===== src/rtl/nano_ctrl_hs.sv =====
// -----------------------------------------------------------------------------
// nano_ctrl_hs
// Handshaking control unit for the Nano processor datapath. A multi-state FSM
// runs fetch, decode and PC update. It drives the datapath strobes: ALU
// command, register write, write-data mux, branch/jump selects, PC load and
// output load. It also handles three handshakes: an instruction-memory
// request/ack, valid/ready for the INPUT instruction, and valid/ready for the
// OUTPUT instruction. A counter tracks retired instructions.
//
// Parameters
//   DATA_W     width of ResultULA; bit DATA_W-1 is the sign
//   CNT_W      width of the retired-instruction counter
//
// Ports
//   clk        clock, rising-edge active
//   rst        asynchronous reset, active low
//   OP         opcode; valid while imem_ack=1 and held until the next fetch
//   ResultULA  ALU result used by the conditional branches
//   imem_ack   instruction memory has OP ready
//   in_valid   external input word available
//   out_ready  external sink accepts the output word
//   imem_req   fetch request
//   in_ready   controller is waiting for an input word
//   out_valid  output register holds an unconsumed word
//   CmdULA     ALU command (TSTR1=0, ADD=1, AND=2, OR=3, SUB=4, NEG=5, NOT=6)
//   selDtWr    register write-data select (00 ALU, 01 immediate, 10 input)
//   SelRegWr   write-address select, 1 only for LRG
//   Wr         register-file write strobe
//   LdPC       PC load strobe
//   SelJMP     jump select
//   SelDesv    branch-taken select
//   LdOUTPUT   output-register load strobe
//   estado     current FSM state
//   instr_cnt  retired-instruction count, wraps modulo 2^CNT_W
// -----------------------------------------------------------------------------
module nano_ctrl_hs #(
    parameter int DATA_W = 8,
    parameter int CNT_W  = 16
) (
    input  logic                     clk,
    input  logic                     rst,
    input  logic [3:0]               OP,
    input  logic signed [DATA_W-1:0] ResultULA,
    input  logic                     imem_ack,
    input  logic                     in_valid,
    input  logic                     out_ready,
    output logic                     imem_req,
    output logic                     in_ready,
    output logic                     out_valid,
    output logic [2:0]               CmdULA,
    output logic [1:0]               selDtWr,
    output logic                     SelRegWr,
    output logic                     Wr,
    output logic                     LdPC,
    output logic                     SelJMP,
    output logic                     SelDesv,
    output logic                     LdOUTPUT,
    output logic [2:0]               estado,
    output logic [CNT_W-1:0]         instr_cnt
);

    typedef enum logic [2:0] {
        S_CLR   = 3'd0,
        S_FETCH = 3'd1,
        S_DEC   = 3'd2,
        S_NEXT  = 3'd3,
        S_WIN   = 3'd4,
        S_WOUT  = 3'd5
    } state_e;

    localparam logic [3:0] OP_NOP    = 4'h0;
    localparam logic [3:0] OP_ADD    = 4'h1;
    localparam logic [3:0] OP_AND    = 4'h2;
    localparam logic [3:0] OP_OR     = 4'h3;
    localparam logic [3:0] OP_SUB    = 4'h4;
    localparam logic [3:0] OP_NEG    = 4'h5;
    localparam logic [3:0] OP_NOT    = 4'h6;
    localparam logic [3:0] OP_CPY    = 4'h7;
    localparam logic [3:0] OP_LRG    = 4'h8;
    localparam logic [3:0] OP_BLT    = 4'h9;
    localparam logic [3:0] OP_BGT    = 4'hA;
    localparam logic [3:0] OP_BEQ    = 4'hB;
    localparam logic [3:0] OP_BNE    = 4'hC;
    localparam logic [3:0] OP_JMP    = 4'hD;
    localparam logic [3:0] OP_INPUT  = 4'hE;
    localparam logic [3:0] OP_OUTPUT = 4'hF;

    localparam logic [2:0] CMD_TSTR1 = 3'd0;

    localparam logic [1:0] DT_ALU = 2'b00;
    localparam logic [1:0] DT_IMM = 2'b01;
    localparam logic [1:0] DT_IN  = 2'b10;

    // Branch decision from the ALU result seen in the decode cycle.
    // BGT is strictly greater: a non-negative result that is also non-zero.
    function automatic logic branch_taken(input logic [3:0]               op,
                                          input logic signed [DATA_W-1:0] r);
        logic neg;
        logic zero;
        neg  = r[DATA_W-1];
        zero = (r == '0);
        case (op)
            OP_BLT:  branch_taken = neg;
            OP_BGT:  branch_taken = !neg && !zero;
            OP_BEQ:  branch_taken = zero;
            OP_BNE:  branch_taken = !zero;
            default: branch_taken = 1'b0;
        endcase
    endfunction

    state_e           state_q;
    logic             imem_req_q;
    logic             in_ready_q;
    logic             out_valid_q;
    logic [2:0]       cmd_q;
    logic [1:0]       seldtwr_q;
    logic             selregwr_q;
    logic             wr_q;
    logic             ldpc_q;
    logic             seljmp_q;
    logic             seldesv_q;
    logic             ldout_q;
    logic [CNT_W-1:0] cnt_q;
    logic [CNT_W-1:0] cnt_d;

    assign cnt_d = cnt_q + CNT_W'(1);

    // Each state assigns the outputs it owns. Registered values therefore show
    // up in the following state: Wr from DEC is seen in NEXT, and LdPC from
    // NEXT is seen in CLR.
    always_ff @(posedge clk or negedge rst) begin
        if (!rst) begin
            state_q     <= S_CLR;
            imem_req_q  <= 1'b0;
            in_ready_q  <= 1'b0;
            out_valid_q <= 1'b0;
            cmd_q       <= CMD_TSTR1;
            seldtwr_q   <= DT_ALU;
            selregwr_q  <= 1'b0;
            wr_q        <= 1'b0;
            ldpc_q      <= 1'b0;
            seljmp_q    <= 1'b0;
            seldesv_q   <= 1'b0;
            ldout_q     <= 1'b0;
            cnt_q       <= '0;
        end else begin
            case (state_q)
                S_CLR: begin
                    wr_q       <= 1'b0;
                    ldpc_q     <= 1'b0;
                    seljmp_q   <= 1'b0;
                    seldesv_q  <= 1'b0;
                    ldout_q    <= 1'b0;
                    selregwr_q <= 1'b0;
                    seldtwr_q  <= DT_ALU;
                    cmd_q      <= CMD_TSTR1;
                    imem_req_q <= 1'b1;
                    state_q    <= S_FETCH;
                end

                // Waits for the memory with no timeout.
                S_FETCH: begin
                    if (imem_ack) begin
                        imem_req_q <= 1'b0;
                        state_q    <= S_DEC;
                    end
                end

                S_DEC: begin
                    state_q <= S_NEXT;
                    case (OP)
                        OP_NOP: begin
                        end
                        OP_ADD, OP_AND, OP_OR, OP_SUB, OP_NEG, OP_NOT: begin
                            // Opcodes 1..6 map one-to-one onto the ALU commands.
                            cmd_q      <= OP[2:0];
                            seldtwr_q  <= DT_ALU;
                            selregwr_q <= 1'b0;
                            wr_q       <= 1'b1;
                        end
                        OP_CPY: begin
                            cmd_q      <= CMD_TSTR1;
                            seldtwr_q  <= DT_ALU;
                            selregwr_q <= 1'b0;
                            wr_q       <= 1'b1;
                        end
                        OP_LRG: begin
                            selregwr_q <= 1'b1;
                            seldtwr_q  <= DT_IMM;
                            wr_q       <= 1'b1;
                        end
                        OP_BLT, OP_BGT, OP_BEQ, OP_BNE: begin
                            cmd_q     <= CMD_TSTR1;
                            seldesv_q <= branch_taken(OP, ResultULA);
                        end
                        OP_JMP: begin
                            seljmp_q <= 1'b1;
                        end
                        OP_INPUT: begin
                            seldtwr_q  <= DT_IN;
                            selregwr_q <= 1'b0;
                            in_ready_q <= 1'b1;
                            // If a word is already available, take it now and
                            // skip the wait state.
                            if (in_valid) begin
                                wr_q <= 1'b1;
                            end else begin
                                state_q <= S_WIN;
                            end
                        end
                        OP_OUTPUT: begin
                            cmd_q       <= CMD_TSTR1;
                            ldout_q     <= 1'b1;
                            out_valid_q <= 1'b1;
                            state_q     <= S_WOUT;
                        end
                        default: begin
                        end
                    endcase
                end

                // SelJMP/SelDesv are left as set in DEC so they stay valid
                // alongside LdPC.
                S_NEXT: begin
                    ldpc_q     <= 1'b1;
                    wr_q       <= 1'b0;
                    in_ready_q <= 1'b0;
                    cnt_q      <= cnt_d;
                    state_q    <= S_CLR;
                end

                S_WIN: begin
                    if (in_valid) begin
                        wr_q       <= 1'b1;
                        in_ready_q <= 1'b0;
                        state_q    <= S_NEXT;
                    end
                end

                S_WOUT: begin
                    ldout_q <= 1'b0;
                    if (out_ready) begin
                        out_valid_q <= 1'b0;
                        state_q     <= S_NEXT;
                    end
                end

                // Codes 6 and 7 are never entered in normal operation. If
                // reached, restart the instruction.
                default: begin
                    state_q <= S_CLR;
                end
            endcase
        end
    end

    assign imem_req  = imem_req_q;
    assign in_ready  = in_ready_q;
    assign out_valid = out_valid_q;
    assign CmdULA    = cmd_q;
    assign selDtWr   = seldtwr_q;
    assign SelRegWr  = selregwr_q;
    assign Wr        = wr_q;
    assign LdPC      = ldpc_q;
    assign SelJMP    = seljmp_q;
    assign SelDesv   = seldesv_q;
    assign LdOUTPUT  = ldout_q;
    assign estado    = state_q;
    assign instr_cnt = cnt_q;

endmodule


===== config.mk =====
export PLATFORM = sky130hd
export DESIGN_NAME = nano_ctrl_hs
export DESIGN_NICKNAME = d
export VERILOG_FILES = /design/src/rtl/nano_ctrl_hs.sv
export SDC_FILE = /design/constraint.sdc
export NUM_CORES = 1
export LEC_CHECK = 0
export BUFFER_PORTS_ARGS = -buffer_cell sky130_fd_sc_hd__buf_2
export CAP_MARGIN = 0
export CORE_AREA = 5 5 62 75
export CTS_BUF_LIST = sky130_fd_sc_hd__clkbuf_16
export DETAILED_ROUTE_END_ITERATION = 8
export DIE_AREA = 0 0 67 80
export PLACE_DENSITY = 0.79
export SLEW_MARGIN = 20
export SYNTH_ARGS = -nofsm -noshare
export SYNTH_HDL_FRONTEND = slang
export SYNTH_SLANG_ARGS = --single-unit
export TNS_END_PERCENT = 1

===== constraint.sdc =====
create_clock -name clk -period 1.8 [get_ports clk]
set_input_delay 0.18 -clock clk [delete_from_list [all_inputs] [get_ports clk]]
set_output_delay 0.18 -clock clk [all_outputs]
set_load 0.02 [all_outputs]

* After elaboration in Yosys (flattened, before gate mapping)
Cells that the tools add are included.
Cells by class: $add $sub $neg 1, eq/ne operators 31, multiplexer cells 30, reductions and logical operators 31
Operator list (count):
- 4-bit equality test (second input constant) | 8
- 1-bit one-hot mux with 2 select lines | 9
- 3-bit one-hot mux with 2 select lines | 3
- 16-bit by 1-bit adder with 16-bit output (second input constant) | 1
- 4-bit by 3-bit equality test with 1-bit output (second input constant) | 4
- 2-bit AND reduction | 8
- 8-bit OR reduction | 2
- 3-bit one-hot mux with 5 select lines | 1
- 3-bit two-way mux | 4
- 6-bit OR reduction | 2
- 2-bit nonzero test | 5
- 3-bit AND reduction | 3
- 4-bit by 2-bit equality test with 1-bit output (second input constant) | 2
- 8-bit logical NOT | 1
- 1-bit two-way mux | 8
- 2-bit inequality test (second input constant) | 4
- 7-bit OR reduction | 1
- 3-bit by 2-bit equality test with 1-bit output (second input constant) | 2
- 3-bit equality test (second input constant) | 2
- 2-bit by 1-bit inequality test with 1-bit output (second input constant) | 3
- 3-bit by 2-bit inequality test with 1-bit output (second input constant) | 2
- 1-bit one-hot mux with 3 select lines | 2
- 2-bit one-hot mux with 3 select lines | 1
- 3-bit nonzero test | 2
- other kinds (11) | 13
Storage, ports and cells: flip-flop bits (word level) 33, bits of input ports 17, output and inout port bits 33, word-level logic and storage cells 106

* Longest topological paths before layout
depth in word-level cells 6, depth in mapped cells 5, mapped depth without buffers 5

* Least setup slack after synthesis
OpenSTA, ideal clock, no wires.
path kind reg-to-reg, from register state_q[0] (netlist: estado[0]), to register cmd_q[0] (netlist: CmdULA[0]), library setup time 0.122 ns, data arrival time 1.413 ns, required time 1.678 ns, setup slack 0.265 ns, stages on the path, launching flop included 6, buffers on the path 1, period minus slack after synthesis 1.535 ns, cells stage by stage dfrtp_1 -> or2_2 -> buf_2 -> nor2_1 -> a31oi_1 -> a32o_1
On the way: cells in the longest elaborated chain, start to end 3, elaborated cells on any way between the ends 6, classes of those cells eq/ne: 2; mux: 1; reduce/logical: 3
RTL lines:
- start, declared | line 111 | state_e state_q;
- start signal, assigned | line 133 | state_q <= S_CLR;
- start signal, assigned | line 158 | state_q <= S_FETCH;
- start signal, assigned | line 165 | state_q <= S_DEC;
- 3-bit by 2-bit equality test with 1-bit output or 3-bit logical NOT (tied branches) | line 147 | case (state_q)
- 3-bit by 2-bit inequality test with 1-bit output (no source line) or 2-bit nonzero test (tied branches)
- 2-bit AND reduction (no source line)
- end signal, assigned | line 176 | cmd_q <= OP[2:0];
- end, declared | line 115 | logic [2:0] cmd_q;
Parallel ways exist; a longest one is shown, timed or not. A chain may end at the register's enable or synchronous reset.

* Worst setup path after layout
from register state_q[2] (netlist: estado[2]), to register cnt_q[13] (netlist: instr_cnt[13])
On the way: cells in the longest elaborated chain, start to end 1
RTL lines:
- 3-bit by 2-bit equality test with 1-bit output | line 147
- end signal, assigned | line 228 | cnt_q <= cnt_d;
- end, declared | line 123 | logic [CNT_W-1:0] cnt_q;
No other way between the ends.

==> qor.log <==
[outcome] outcome completed
[logic_synthesis] Synth Instances 185
[route] initial detailed-routing violation count 57
[global_routing] Overall Global Routing Usage 16.7%
[logic_synthesis] combinational family with the most area after synthesis simple AND/OR/NAND/NOR gates
[floorplanning] effective utilization at floorplan 45.3%
[power_and_ir_drop] Power Internal 1.92 mW
[logic_synthesis] async set or reset register ratio after synthesis 100%
[timing] final setup vio count 0
[route] routed via count divided by cell count 5.50
[timing] RSZ-0062 raised after global routing no
[global_routing] number of antenna violations at the first check in global routing 0
[setup_path] type of the worst setup path register to register
[power_and_ir_drop] relative contribution of the clock network to total power 25.6%
[final_layout] Layout area overhead 25.7%
[floorplanning] core footprint 3850 um2
[power_and_ir_drop] part of the power in combinational logic 39.0%
[logic_synthesis] Yosys reg bits 33
[setup_path] data required time of the critical path 1.97 ns
[logic_synthesis] cell types with the highest counts after synthesis sky130_fd_sc_hd__dfrtp_1, sky130_fd_sc_hd__nand2_1, sky130_fd_sc_hd__nor2_1
[floorplanning] chip width 67 um
[logic_synthesis] leading area contributor after synthesis sky130_fd_sc_hd__dfrtp_1
[power_and_ir_drop] Power per Cell Area 1460 nW/um2
[power_and_ir_drop] switching share of power 39.8%
[timing] final number of max-transition violations 0
[timing] setup slack after layout 0.256 ns
[route] Detailed Routing Iterations Pass 1 4
[floorplanning] overall die area 5360 um2
[setup_path] cell with the largest stage delay on the worst path sky130_fd_sc_hd__dfrtp_1
[route] Via Count 1606
[worst_hold_path] Hold Path Sink estado[2]
[power_and_ir_drop] sequential share of power 35.4%
[placed_design] worst slack after detailed placement 0.257 ns
[setup_path] critical-path maximum fanout 10
[route] DRC violation count after routing 0
[clock_tree] count of cells resized by post-cts repair 0
[power_and_ir_drop] Pleak 1.03 nW
[power_and_ir_drop] P_sw 1.27 mW
[clock_tree] number of clock buffers inserted by TritonCTS 5
[logic_synthesis] Warnings, synthesis 0
[floorplanning] number of rows in the core area 25
[timing] worst clock skew 0.00584 ns
[placed_design] routability congestion estimate from global placement 0.851
[timing] Sum Neg Setup Slack 0 ns
[logic_synthesis] mux cell area share after synthesis 0%
[timing] maximum operating frequency 648 MHz
[floorplanning] number of placed I/O pins 50
[power_and_ir_drop] total power after layout 3.20 mW
[route] post-route ant nets 0
[global_routing] vias in the first global route 1487
[worst_hold_path] kind of path behind the tightest hold check input pin to register
[global_routing] largest net degree at the start of global routing 34
[timing] Max-Slew Margin vs Limit 51.2%
[logic_synthesis] dominant cells by area after synthesis sky130_fd_sc_hd__dfrtp_1, sky130_fd_sc_hd__xnor2_1, sky130_fd_sc_hd__nand2_1
[setup_path] cell depth of the worst flop-to-flop path 4
[worst_hold_path] startpoint of the tightest hold check path imem_ack
[timing] hold violation count in the final report 0
[setup_path] r2r startpoint estado[2]
[setup_path] Slowest Stage Delay on Critical Path 0.47 ns
[logic_synthesis] xor/xnor cell area share of the yosys netlist 8.03%
[logic_synthesis] cell area after synthesis 1740 um2
[clock_tree] clock transition at the registers of the reported paths 0.05 ns
[route] Detailed Route WL 4.02 mm
[timing] Worst-Margin Slew 0.732 ns
[setup_path] Arr. time, crit path 1.71 ns
[clock_tree] Num Clock Sinks 33
[logic_synthesis] Synth Area in Simple Gates 24.0%
[logic_synthesis] EDFF count, synth 0
[timing] shortest clock period the worst path allows after layout 1.54 ns
[final_layout] layout net count 255
[logic_synthesis] most common cell in the netlist sky130_fd_sc_hd__dfrtp_1
[worst_hold_path] Worst Hold Depth 3
[clock_tree] CTS tree built
[final_layout] number of diodes added for antenna fixing 0
[logic_synthesis] sequential-to-total area share from yosys stat 47.3%
[clock_tree] H-tree level count 2
[logic_synthesis] fraction of synthesized cell area taken by the top area cell type 47.3%
[route] average wire per standard cell 13.8 um
[clock_tree] setup repair bufs after CTS 0
[placed_design] IO Port Bufs 49
[logic_synthesis] post-synthesis net count 203
[global_routing] residual overflow from global routing 0
[run] number of violations of the max-capacitance limit 0
[setup_path] setup slack of the worst register-to-register path 0.26 ns
[setup_path] kind of start point of the critical path register
[clock_tree] deepest clock path buffer count 2
[setup_path] ordered cell list for the critical path nand4b_1 > nor4_2 > nand3_1 > xnor2_1
[logic_synthesis] commonest register cell after synthesis sky130_fd_sc_hd__dfrtp_1
[final_layout] fraction of final layout cells with drive strength greater than 1 28.2%
[logic_synthesis] adder-cell share of the synthesized area 0.717%
[timing] final critical-path share of the clock period 85.8%
[logic_synthesis] fraction of the mapped netlist area in compound gates 16.5%
[logic_synthesis] unique cell type count in the Yosys netlist 45
[final_layout] Fill cells 368
[setup_path] Critical Path End Type register
[placed_design] Final HPWL DP 2.97 mm
[power_and_ir_drop] worst voltage drop across the vdd grid 0.000563 V
[clock_tree] clock latency on the worst-skew pair 0.28 ns
[setup_path] reg-to-reg endpoint instr_cnt[13]
[placed_design] total placed cells including tap cells 283
[global_routing] global-route wire length before repair 6.78 mm
[logic_synthesis] synthesized area per cell 9.43 um2
[floorplanning] Die Ht 80 um
[clock_tree] clock tree root buffer cell sky130_fd_sc_hd__clkbuf_16
[final_layout] post-route insts no fill 292
[registers in the layout, summed over array words and instances (netlist names)]
register,flops
estado,3
SelJMP,1
SelRegWr,1
LdPC,1
CmdULA,3
in_ready,1
selDtWr,2
out_valid,1
instr_cnt,16
LdOUTPUT,1
SelDesv,1
Wr,1
imem_req,1
[what timing repair did]
action / in CTS / in global routing
hold buffers: 1 / 0
setup endpoints to repair: 0 / 0
hold endpoints to repair: 33 / 0
[worst max-delay path, delay by kind of cell, from the launching register on]
family / cells / cell delay (ns)
flops: 1 / 0.47
simple gates: 3 / 0.82
xor+xnor: 1 / 0.14
[power by group through the flow]
stage	Sequential, mW	Combinational (mW)	Clock, mW
after floorplan	1.33	0.659	0
after global placement	1.13	1.23	0
after detailed placement	1.14	1.26	0
after CTS	1.13	1.26	0.842
after global routing	1.17	1.38	0.879
final	1.13	1.25	0.818
[per-layer routing]
| layer | share of wire [%] | routed length [um] | global-route usage [%] | vias to the layer above |
|---|---|---|---|---|
| met1 | 42 | 1690 | 19.9 | 771 |
| li1 | - | - | - | 770 |
| met4 | 2.1 | 84 | 7.30 | 0 |
| met2 | 48 | 1950 | 27.1 | 58 |
| met5 | 0 | 0 | 0 | - |
| met3 | 7.6 | 304 | 5.21 | 7 |
[placed cells by master, fill, tap and decap left out, types with 2 or more instances in the layout]
| cell type | n |
|---|---|
| sky130_fd_sc_hd__nor2_1 | 14 |
| sky130_fd_sc_hd__o31ai_1 | 3 |
| sky130_fd_sc_hd__xor2_1 | 3 |
| sky130_fd_sc_hd__o211ai_1 | 2 |
| sky130_fd_sc_hd__a32o_1 | 4 |
| sky130_fd_sc_hd__nor2_2 | 2 |
| sky130_fd_sc_hd__o21ai_0 | 10 |
| sky130_fd_sc_hd__nand4_1 | 6 |
| sky130_fd_sc_hd__a31oi_1 | 3 |
| sky130_fd_sc_hd__nand3_1 | 12 |
| sky130_fd_sc_hd__dfrtp_1 | 33 |
| sky130_fd_sc_hd__a211oi_1 | 2 |
| sky130_fd_sc_hd__buf_4 | 4 |
| sky130_fd_sc_hd__a21oi_1 | 6 |
| sky130_fd_sc_hd__nor3_1 | 4 |
| sky130_fd_sc_hd__clkbuf_16 | 5 |
| sky130_fd_sc_hd__nor2b_1 | 3 |
| sky130_fd_sc_hd__nand2b_1 | 7 |
| sky130_fd_sc_hd__buf_2 | 49 |
| sky130_fd_sc_hd__inv_1 | 3 |
| sky130_fd_sc_hd__xnor2_1 | 13 |
| sky130_fd_sc_hd__nor4_1 | 2 |
| sky130_fd_sc_hd__nand2_1 | 22 |
| sky130_fd_sc_hd__clkinv_2 | 2 |
[area by class of cell]
type | count | area (um2) | area share, %
well taps | 54 | 67.6 | 3.08
inverters | 3 | 11.3 | 0.514
repair buffers | 54 | 285 | 13.0
clock buffers | 5 | 125 | 5.71
flip-flops and latches | 33 | 826 | 37.7
clock inverters | 3 | 17.5 | 0.799
multi-input cells | 140 | 860 | 39.2
[cells by family after synthesis]
kind of cell	after synthesis
simple gates	82
xor+xnor	16
flops	33
buf+inv	12
fa+ha+maj	1
compound gates	41
[how the worst max path moves through the flow]
stage               slack (ns)  depth (start not counted)       from       endpoint
floorplan                 0.27                          5  estado[0]      CmdULA[0]
global placement          0.28                          4  estado[2]  instr_cnt[15]
detailed placement        0.26                          4  estado[2]  instr_cnt[13]
CTS                       0.24                          4  estado[2]  instr_cnt[13]
global route              0.12                          4  estado[2]  instr_cnt[13]
finish                    0.26                          4  estado[2]  instr_cnt[13]
[per-stage QoR]
step | cell area (um2) | hold WS, ns | util [%]
6_report | 2190 | 0.210 | 57.0
5_1_grt | 2190 | 0.220 | 57.0
4_1_cts | 2190 | 0.207 | 57.0
3_5_place_dp | 2040 | 0.290 | 53.0
3_3_place_gp | 2040 | 0.277 | 53.0
2_1_floorplan | 1740 | -0.116 | -
(Power assumes the default switching activity.)
